`src/rtl/fifo_wr_arbiter.sv`:
```
// Round-robin arbiter sharing one async-FIFO write port among NREQ requesters.
// A grant lasts up to BURST beats. Every beat is gated by wfull, and the next
// winner is granted back-to-back when a grant ends.
module fifo_wr_arbiter #(
  parameter int unsigned DSIZE = 8,
  parameter int unsigned NREQ  = 4,
  parameter int unsigned BURST = 4
) (
  input  logic                  clk,
  input  logic                  rst_n,
  input  logic [NREQ-1:0]       req,
  input  logic [NREQ*DSIZE-1:0] din,
  output logic [NREQ-1:0]       ack,
  output logic [NREQ-1:0]       gnt,
  output logic [DSIZE-1:0]      wdata,
  output logic                  winc,
  input  logic                  wfull,
  output logic                  busy
);

  localparam int unsigned CW = (BURST > 1) ? $clog2(BURST) : 1;
  localparam int unsigned IW = (NREQ > 1) ? $clog2(NREQ) : 1;

  localparam logic [CW-1:0] LastBeat = CW'(BURST - 1);
  localparam logic [IW-1:0] PtrReset = IW'(NREQ - 1);

  localparam logic [0:0] StIdle  = 1'b0;
  localparam logic [0:0] StGrant = 1'b1;

  logic [0:0]      state_q, state_d;
  logic [NREQ-1:0] gnt_q, gnt_d;
  logic [IW-1:0]   ptr_q, ptr_d;
  logic [CW-1:0]   cnt_q, cnt_d;

  logic            win_found;
  logic [IW-1:0]   win_idx;
  logic [IW-1:0]   cand;
  logic [NREQ-1:0] win_onehot;

  logic            in_grant;
  logic            req_g;
  logic            beat;
  logic            grant_end;

  // Round-robin search: first set req bit starting at ptr+1, wrapping.
  // ptr always holds the current/last winner, so this also serves the
  // "search from g+1" case at the end of a grant.
  always_comb begin
    win_found = 1'b0;
    win_idx   = ptr_q;
    cand      = '0;
    for (int unsigned k = 1; k <= NREQ; k++) begin
      cand = IW'((32'(ptr_q) + k) % NREQ);
      if (!win_found && req[cand]) begin
        win_found = 1'b1;
        win_idx   = cand;
      end
    end
  end

  // Decode the winner index into a one-hot grant vector.
  always_comb begin
    win_onehot = '0;
    for (int unsigned i = 0; i < NREQ; i++) begin
      win_onehot[i] = (win_idx == IW'(i));
    end
  end

  // Beat and grant-end qualification from registered grant state.
  always_comb begin
    in_grant  = (state_q == StGrant);
    req_g     = |(req & gnt_q);
    beat      = in_grant && req_g && !wfull;
    // wfull only stalls; a grant ends on the last beat or on a req drop.
    grant_end = in_grant && (!req_g || (beat && (cnt_q == LastBeat)));
  end

  // Next-state logic for the grant FSM, pointer and beat counter.
  always_comb begin
    state_d = state_q;
    gnt_d   = gnt_q;
    ptr_d   = ptr_q;
    cnt_d   = cnt_q;
    unique case (state_q)
      StIdle: begin
        if (win_found) begin
          state_d = StGrant;
          gnt_d   = win_onehot;
          ptr_d   = win_idx;
          cnt_d   = '0;
        end
      end
      StGrant: begin
        if (grant_end) begin
          cnt_d = '0;
          if (win_found) begin
            gnt_d = win_onehot;
            ptr_d = win_idx;
          end else begin
            state_d = StIdle;
            gnt_d   = '0;
          end
        end else if (beat) begin
          cnt_d = cnt_q + CW'(1);
        end
      end
      default: begin
        state_d = StIdle;
        gnt_d   = '0;
        cnt_d   = '0;
      end
    endcase
  end

  // State registers; reset parks ptr at NREQ-1 so requester 0 wins first.
  always_ff @(posedge clk or negedge rst_n) begin
    if (!rst_n) begin
      state_q <= StIdle;
      gnt_q   <= '0;
      ptr_q   <= PtrReset;
      cnt_q   <= '0;
    end else begin
      state_q <= state_d;
      gnt_q   <= gnt_d;
      ptr_q   <= ptr_d;
      cnt_q   <= cnt_d;
    end
  end

  // AND-OR data mux by grant; zero when nothing is granted.
  always_comb begin
    wdata = '0;
    for (int unsigned i = 0; i < NREQ; i++) begin
      wdata = wdata | (din[i*DSIZE +: DSIZE] & {DSIZE{gnt_q[i]}});
    end
  end

  // Write strobe and per-requester accept, both combinational on the beat.
  always_comb begin
    winc = beat;
    ack  = beat ? gnt_q : '0;
    gnt  = gnt_q;
    busy = in_grant;
  end

  // Grant is one-hot or idle, and idle implies no grant.
  a_gnt_onehot0 : assert property (@(posedge clk) disable iff (!rst_n)
    $onehot0(gnt_q) && ((state_q == StGrant) == (gnt_q != '0)));

endmodule

```
`config.mk`:
```
export PLATFORM = sky130hd
export DESIGN_NAME = fifo_wr_arbiter
export DESIGN_NICKNAME = d
export VERILOG_FILES = /design/src/rtl/fifo_wr_arbiter.sv
export SDC_FILE = /design/constraint.sdc
export NUM_CORES = 1
export LEC_CHECK = 0
export BUFFER_PORTS_ARGS = -buffer_cell sky130_fd_sc_hd__buf_4
export CORE_UTILIZATION = 39
export CTS_BUF_LIST = sky130_fd_sc_hd__clkbuf_16
export DETAILED_ROUTE_END_ITERATION = 6
export PLACE_DENSITY = 0.85
export SETUP_SLACK_MARGIN = 0.1
export SLEW_MARGIN = 5
export SYNTH_ARGS = -nofsm -noshare
export SYNTH_HDL_FRONTEND = slang
export SYNTH_SLANG_ARGS = --single-unit
export TNS_END_PERCENT = 50
```
`constraint.sdc`:
```
create_clock -name clk -period 2 [get_ports clk]
set_clock_uncertainty 0.1 [all_clocks]
set_input_delay 0.1 -clock clk [delete_from_list [all_inputs] [get_ports clk]]
set_output_delay 0.1 -clock clk [all_outputs]
set_load 0.01 [all_outputs]
```
# Word level (Yosys, flattened, before mapping)
# Cells that the tools add are included.
[totals]
ff_bits = 9
input_bits = 39
wordCells = 77
[op_classes]
add_sub_neg = 5
magnitude_cmp = 4
eq_ne = 7
n_mux = 31
bitwise_logic = 9
reduce_logical = 17
[op_table]
columns = ["op", "n"]
rows = [
  ["bitwise AND 8 bit", 4],
  ["bitwise OR 8 bit", 3],
  ["two-way mux 2 bit", 9],
  ["two-way mux 4 bit", 4],
  ["less-than comparator 2 x 3 -> 1 bit, second input constant", 4],
  ["two-way mux 1 bit", 10],
  ["binary-select mux 1 bit (select 2 bit)", 4],
  ["case mux 2 bit (2 select lines)", 2],
  ["case mux 4 bit (2 select lines)", 1],
  ["logical AND 1 bit", 7],
  ["adder 2 x 1 -> 2 bit, second input constant", 3],
  ["== test 2 bit, second input constant", 3],
  ["zero test 1 bit", 5],
  ["adder 2 bit, second input constant", 2],
  ["bitwise AND 4 bit", 1],
  ["AND reduction 2 bit", 2],
  ["OR reduction 4 bit", 1],
  ["!= test 3 x 1 -> 1 bit, second input constant", 1],
  ["== test 2 x 1 -> 1 bit, second input constant", 1],
  ["zero test 2 bit", 1],
  ["!= test 2 x 1 -> 1 bit, second input constant", 1],
  ["!= test 2 bit, second input constant", 1],
  ["case mux 1 bit (2 select lines)", 1],
  ["logical OR 1 bit", 1],
  ["NOT 1 bit", 1],
]

# Longest topological paths before layout
# Gate-level depths: netlist of run 1.
[logic_depth]
ltp_word = 17
ltp_mapped = 5

# Least setup slack after synthesis of run 1
# Ideal clock, no wire load.
[synth_timing]
kind = "flip-flop to flip-flop"
startpoint = "register gnt_q[2], in the netlist gnt[2]"
endpoint = "register ptr_q[0]"
setup_time_ns = 0.082
arrival_time_ns = 1.572
required_ns = 1.818
slack_ns = 0.246
path_stages_with_launch = 6
n_path_buf = 1
synth_period_minus_slack_ns = 1.754
path_cell_list = "dfrtp_1 -> buf_6 -> a22o_2 -> o21ai_2 -> o21a_4 -> mux2_4"
[synth_via]
elab_chain_len = 8
[synth_lines]
columns = ["element", "line", "rtl"]
rows = [
  ["from (decl)", "31", "logic [NREQ-1:0] gnt_q, gnt_d;"],
  ["from (signal assigned)", "124", "gnt_q <= gnt_d;"],
  ["bitwise AND 4 bit *", "72", "req_g = |(req & gnt_q);"],
  ["OR reduction 4 bit *", "72", ""],
  ["logical AND 1 bit (2 in series)", "73", "beat = in_grant && req_g && !wfull;"],
  ["logical AND 1 bit", "75", "grant_end = in_grant && (!req_g || (beat && (cnt_q == LastBeat)));"],
  ["logical OR 1 bit *", "75", ""],
  ["logical AND 1 bit *", "75", ""],
  ["!= test 2 x 1 -> 1 bit (no source line) *", "n/a", ""],
  ["to (signal assigned)", "120", "ptr_q <= PtrReset;"],
  ["to (signal assigned)", "125", "ptr_q <= ptr_d;"],
  ["to (decl)", "32", "logic [IW-1:0] ptr_q, ptr_d;"],
]
# Every way passes the cells marked *; elsewhere a longest branch is shown, timed or not.
# A chain may end at the register's enable or synchronous reset.

# Final worst setup path of run 1
[layout_timing]
startpoint = "register gnt_q[2], in the netlist gnt[2]"
endpoint = "output port ack[3]"
[layout_via]
elab_chain_len = 5
[layout_lines]
columns = ["element", "line", "rtl"]
rows = [
  ["bitwise AND 4 bit", "72", ""],
  ["OR reduction 4 bit", "72", ""],
  ["logical AND 1 bit (2 in series)", "73", ""],
  ["two-way mux 4 bit", "141", "ack = beat ? gnt_q : '0;"],
  ["to (decl)", "13", "output logic [NREQ-1:0] ack,"],
]
# Every way passes these cells.

==> impl_results.md, run 1 <==
* Seq/Total Area, Yosys at 31.0%
* IO Pins at 57
* TNS Setup at 0 ns
* Routed Wire Length at 2260 µm
* Layout Cells excl Fill at 164
* Share of layout cells above drive strength 1 at 54.0%
* Initial Util at 42.1%
* Setup violators final at 0
* Total GRT Usage at 22.9%
* Vias at 898
* Largest net degree at the start of global routing at 12
* Hpwl dp at 1730 µm
* Die Ht at 45.4 µm
* Clock root buffer: clkbuf_16
* Worst R2R Start: ptr_q[1]
* Final antenna-violating net count at 0
* Maxcap violations at 0
* Crit start category: flop
* Die area at 0.00206 mm²
* Type of the worst setup path: reg2out
* Hold Vio Cnt, Final at 0
* Most frequent cell after synthesis: a22oi_1
* Initial antenna violation count at 0
* Min-delay worst type: in2reg
* Most common flop cell mapped by yosys: dfrtp_1
* Syn. warnings at 0
* Placer Congestion at 0.829
* GRT overflow at 0
* Final Util at 72.9%
* Vias per std cell at 5.48
* Share of the synthesized area in the top cell type at 23.9%
* Chip Width at 45.4 µm
* Net Count, Synth at 120
* Antenna diodes at 0
* Number of I/O port buffers at 56
* CTS tree: yes
* RSZ-0062 raised after global routing: no
* CTS Sinks at 9
* Fin nets at 180
* EDFF count, synth at 0
* Number of synthesized register bits at 9
* CTS H-tree lvls at 1
* Synth area leader: dfrtp_1
* Pins Over Slew Limit at 0
* Yosys cell types at 36
* Critical Path Sink Type: output pin
* Worst EP required at 1.80 ns
* Flop-to-flop setup slack at 0.32 ns
* Worst Min Path Start: req[0]
* Routed len/inst at 13.8 µm
* # rows at 15
* Post-Syn Area per Cell at 9.18 µm²
* Post-CTS Setup Inserts at 0
* VDD IR max at 1010 µV
* Area grow syn2layout at 73.3%
* Synthesized netlist cell count at 80
* Highest Clock Rate at 560 MHz
* Area contributors post-synth: dfrtp_1 (24%), a22oi_1 (17%), dfstp_2 (7.2%), nand2_1 (4.1%), buf_6 (3.1%)
* Power per Cell Area at 1270 mW/mm²
* Global-route wire length before repair at 3350 µm
* Lkg Pwr at 0.000645 µW
* Async set or reset register ratio after synthesis at 100%
* Inserted Clock Buffers at 3
* Worst slew margin relative to its limit at 65.8%
* CTS clk-pin slew, worst paths at 0.04 ns
* Core region area at 0.00175 mm²
* Max Buffers Root-to-Sink at 2
* Most common library cells after synthesis: a22oi_1 (17), nand2_1 (8), dfrtp_1 (7), inv_1 (5)
* Final Cycle Share at 89.3%
* Worst Path Max Fanout at 9
* Initial DRT Pass Iterations at 4
* Synthesized cell area at 734 µm²
* Placed instance count at 159
* Post-route DRC at 0
* Critical path arrival at 1.59 ns
* Worst slew pin tran at 0.509 ns
* CP startpoint: gnt[2]
* Post-layout minimum cycle time at 1.79 ns
* Vias in the first global route at 787
* Outcome: complete, no violations
* Initial DRC Count at 14
* Clk Latency, worst-skew pair at 0.23 ns
-- worst max-delay path: stages (launching register included) --
cell and delay (ns):
dfrtp_1 0.38, a22o_2 0.28, o21ai_4 0.27, nor2_1 0.12, and2_1 0.17, buf_4 0.14
-- final timing paths --
kind | to | depth (start not counted)
max | ack[3] | 5
min | busy | 2
max reg2reg | gnt[0] | 4
min reg2reg | cnt_q[1] | 1
max in group asynchronous | ptr_q[1] | 2
min in group asynchronous | cnt_q[1] | 2
-- metrics by stage --
stage | worst slack, ns | hold WS [ns] | power [µW] | instance area (µm²)
finish | 0.213 | 0.0713 | 1610 | 1270
global route | 0.148 | 0.0826 | 1730 | 1270
CTS | 0.152 | 0.0670 | 1620 | 1260
detailed placement | 0.344 | -0.171 | 1250 | 1180
global placement | 0.383 | -0.176 | 1230 | 1180
floorplan | 0.246 | -0.296 | 882 | 734
-- per-layer routing --
| layer | up-vias | track usage (%) | share of wire, % |
|---|---|---|---|
| li1 | 436 | - | - |
| met1 | 412 | 26.4 | 39 |
| met2 | 45 | 38.0 | 49 |
| met3 | 5 | 6.75 | 10 |
| met4 | 0 | 11.5 | 1.9 |
| met5 | - | 0 | 0 |
-- layout by cell type (no fill, tap or decap), types with 2 or more instances in the layout --
master and instances:
o22ai_1 2, clkbuf_16 3, dfrtp_1 7, a22oi_1 17, buf_4 60, nor3_1 2, inv_1 6, a32o_1 2
dfstp_2 2, mux2i_1 2, nand2_1 8, a22o_1 2, and2_1 2, o32ai_1 2
-- power breakdown --
group	switching (µW)	internal, µW
combinational	445	498
clock	86.3	261
sequential	56.3	265
total	588	1020
-- logic make-up (layout without fill, tap and decap cells) --
group           count (synthesis)  in the layout  synth area share (%)
mux                             4              4                  6.30
fa+ha+maj                       1              1                  1.70
flops                           9              9                  31.0
compound gates                 35             35                  38.5
simple gates                   20             20                  14.5
buf+inv                        11             70                  8.01
-- timing repair --
item,CTS,global route
hold endpoints to repair,9,0
setup endpoints to repair,0,2
hold buffers,1,0
gates resized for setup,0,1
-- flip-flops by register name (all words and copies together), names as in the netlist --
name / count
gnt: 4
ptr_q: 2
cnt_q: 2
busy: 1
-- final cells by class --
type	count	area [µm²]
well taps	25	31.3
flip-flops and latches	9	228
fillers	132	473
clock inverters	1	3.75
repair buffers	61	460
multi-input cells	60	455
clock buffers	3	75.1
inverters	5	18.8
No activity file was read; power rests on OpenSTA's default activity.
==> run 2: changes to the inputs <==
--- a/config.mk
+++ b/config.mk
@@ -6,10 +6,10 @@
 export NUM_CORES = 1
 export LEC_CHECK = 0
 export BUFFER_PORTS_ARGS = -buffer_cell sky130_fd_sc_hd__buf_4
-export CORE_UTILIZATION = 39
+export CORE_UTILIZATION = 35
 export CTS_BUF_LIST = sky130_fd_sc_hd__clkbuf_16
 export DETAILED_ROUTE_END_ITERATION = 6
-export PLACE_DENSITY = 0.85
+export PLACE_DENSITY = 0.81
 export SETUP_SLACK_MARGIN = 0.1
 export SLEW_MARGIN = 5
 export SYNTH_ARGS = -nofsm -noshare
==> constraint.sdc (replaced) <==
create_clock -name clk -period 1.6 [get_ports clk]
set_clock_uncertainty 0.1 [all_clocks]
set_input_delay 0.08 -clock clk [delete_from_list [all_inputs] [get_ports clk]]
set_output_delay 0.08 -clock clk [all_outputs]
set_load 0.01 [all_outputs]
==> impl_results.md, run 2 (synthesis gave the netlist of run 1 again) <==
* Worst EP required at 1.61 ns (-0.19 ns)
* Final Cycle Share at 104%
* Number of I/O port buffers at 56 (unchanged)
* Clock root buffer: clkbuf_16
* Lkg Pwr at 0.000691 µW (+7.1%)
* Filler cells at 160 (+21%)
* RSZ-0062 raised after global routing: yes
* Final antenna-violating net count at 0 (unchanged)
* Chip Width at 47.8 µm (+5.3%)
* Max reg flops at 4 (unchanged)
* Initial DRC Count at 31 (+17)
* Top sig layer: met4
* Type of the worst setup path: reg2reg
* Fin nets at 184 (+2.2%)
* Core region area at 0.00196 mm² (+12%)
* Routed len/inst at 15.1 µm (+9.5%)
* Setup violators final at 5 (+5)
* Post-route DRC at 0 (unchanged)
* GRT overflow at 0 (unchanged)
* WHS Path Cells at 2 (unchanged)
* Hold Vio Cnt, Final at 0 (unchanged)
* Vias in the first global route at 774 (-1.7%)
* Failing checks: negative setup slack
* CTS H-tree lvls at 1 (unchanged)
* Crit start category: flop
* Critical path arrival at 1.68 ns (+0.09 ns)
* Max Buffers Root-to-Sink at 2 (unchanged)
* TNS Setup at -0.162 ns (-0.162 ns)
* Hpwl dp at 1780 µm (+2.6%)
* Worst Path Max Fanout at 6 (-3)
* Most common cell after layout, fill and taps aside: buf_4
* Total GRT Usage at 20.6% (-2.3 points)
* Tot Pwr at 2180 µW (+35%)
* Die area at 0.00229 mm² (+11%)
* CTS Sinks at 9 (unchanged)
* Min-delay worst type: in2reg
* Global-route wire length before repair at 3340 µm (-0.42%)
* Area occupied by multi-input gates at 498 µm² (+9.3%)
* M1 wire length at 1010 µm (+14%)
* Area grow syn2layout at 86.0%
* Share of layout cells above drive strength 1 at 60.1% (+6.2 points)
* Met3 WL at 223 µm (-3.5%)
* Critical Path Sink Type: flop
* R2R depth at 4 (unchanged)
* Die Ht at 47.8 µm (+5.3%)
* IO Pins at 57 (unchanged)
* Pins Over Slew Limit at 0 (unchanged)
* Clk Latency, worst-skew pair at 0.23 ns (about the same)
* Antenna diodes at 0 (unchanged)
* Setup slack after layout at -0.0671 ns (-0.280 ns)
* Largest net degree at the start of global routing at 12 (unchanged)
* Power per Cell Area at 1600 mW/mm² (+26%)
* Initial antenna violation count at 0 (unchanged)
* CTS clk-pin slew, worst paths at 0.04 ns (about the same)
* CTS tree: yes
* Maxcap violations at 0 (unchanged)
* Initial DRT Pass Iterations at 4 (unchanged)
* VDD IR max at 1040 µV (+3.3%)
* Outcome: finished, violations left
* Register area at 228 µm² (unchanged)
* Post-layout minimum cycle time at 1.67 ns
* Highest Clock Rate at 600 MHz
* Worst slew pin tran at 0.480 ns (-0.0287 ns)
* Most frequent cells in the layout: buf_4 (59), a22oi_1 (17), nand2_1 (8)
* Worst slew margin relative to its limit at 67.9% (+2.1 points)
* # rows at 16 (+1)
* Metal2 WL at 1320 µm (+19%)
* Placer Congestion at 0.896 (+8.1%)
* Inserted Clock Buffers at 3 (unchanged)
* Routed Wire Length at 2570 µm (+13%)
* Vias at 937 (+4.3%)
* Initial Util at 37.4% (-4.6 points)
* Vias per std cell at 5.51 (+0.66%)
==> run 2: cell types whose count changed in the layout (fill, tap and decap cells not counted), moves of 2 or more <==
cell / before / now
and2_4: 0 / 2
and2_1: 2 / 0
nor3_1: 2 / 0
buf_6: 0 / 5
==> run 2: power breakdown <==
part / leakage [µW] / internal (µW) / switching (µW)
clock: 0.0000423 / 326 / 104
sequential: 0.000109 / 331 / 70.5
combinational: 0.000539 / 722 / 628
total: 0.000691 / 1380 / 803
==> run 2: final timing paths <==
kind	startpoint	end	slack, ns
worst max-delay path	ptr_q[1]	gnt[1]	-0.07
worst min-delay path	req[0]	busy	0.07
worst max register to register	ptr_q[1]	gnt[1]	-0.07
worst min register to register	cnt_q[1]	cnt_q[1]	0.42
max in group asynchronous	rst_n	ptr_q[1]	1.07
min in group asynchronous	rst_n	busy	0.11
==> run 2: critical path, stage by stage, from the launching register on <==
cell and delay, ns:
dfstp_2 0.58, mux2i_1 0.21, or2_2 0.13, o211ai_1 0.19, a32o_1 0.33
==> run 2: layout make-up <==
| cell class | count | area share [%] |
|---|---|---|
| repair buffers | 65 | 37.3 |
| multi-input cells | 60 | 36.4 |
| clock buffers | 3 | 5.49 |
| inverters | 5 | 1.37 |
| well taps | 27 | 2.47 |
| flip-flops and latches | 9 | 16.7 |
| clock inverters | 1 | 0.275 |
==> run 2: what timing repair did <==
item / in CTS / in global routing
setup buffers: 4 / 0
endpoints found under the hold margin: 9 / 0
hold buffers: 1 / 0
pin swaps: 11 / 2
gates resized for setup: 10 / 4
setup endpoints to repair: 11 / 13
==> run 2: through the flow <==
step                worst slack (ns)  instance area [µm²]  instances  hold WS (ns)  utilization (%)
floorplan                    -0.0533                  756         80        -0.316                -
global placement              0.0421                 1190        161        -0.194             60.8
detailed placement           -0.0270                 1190        161        -0.190             60.8
CTS                          -0.0464                 1360        170        0.0656             69.1
global route                 -0.0974                 1370        170        0.0716             69.6
finish                       -0.0671                 1370        170        0.0673             69.6
==> run 2: per-layer routing <==
layer / vias up / track usage (%)
li1: 438 / -
met2: 44 / 38.4
met3: 4 / 3.40
met4: 0 / 6.67
met1: 451 / 23.6
met5: - / 0
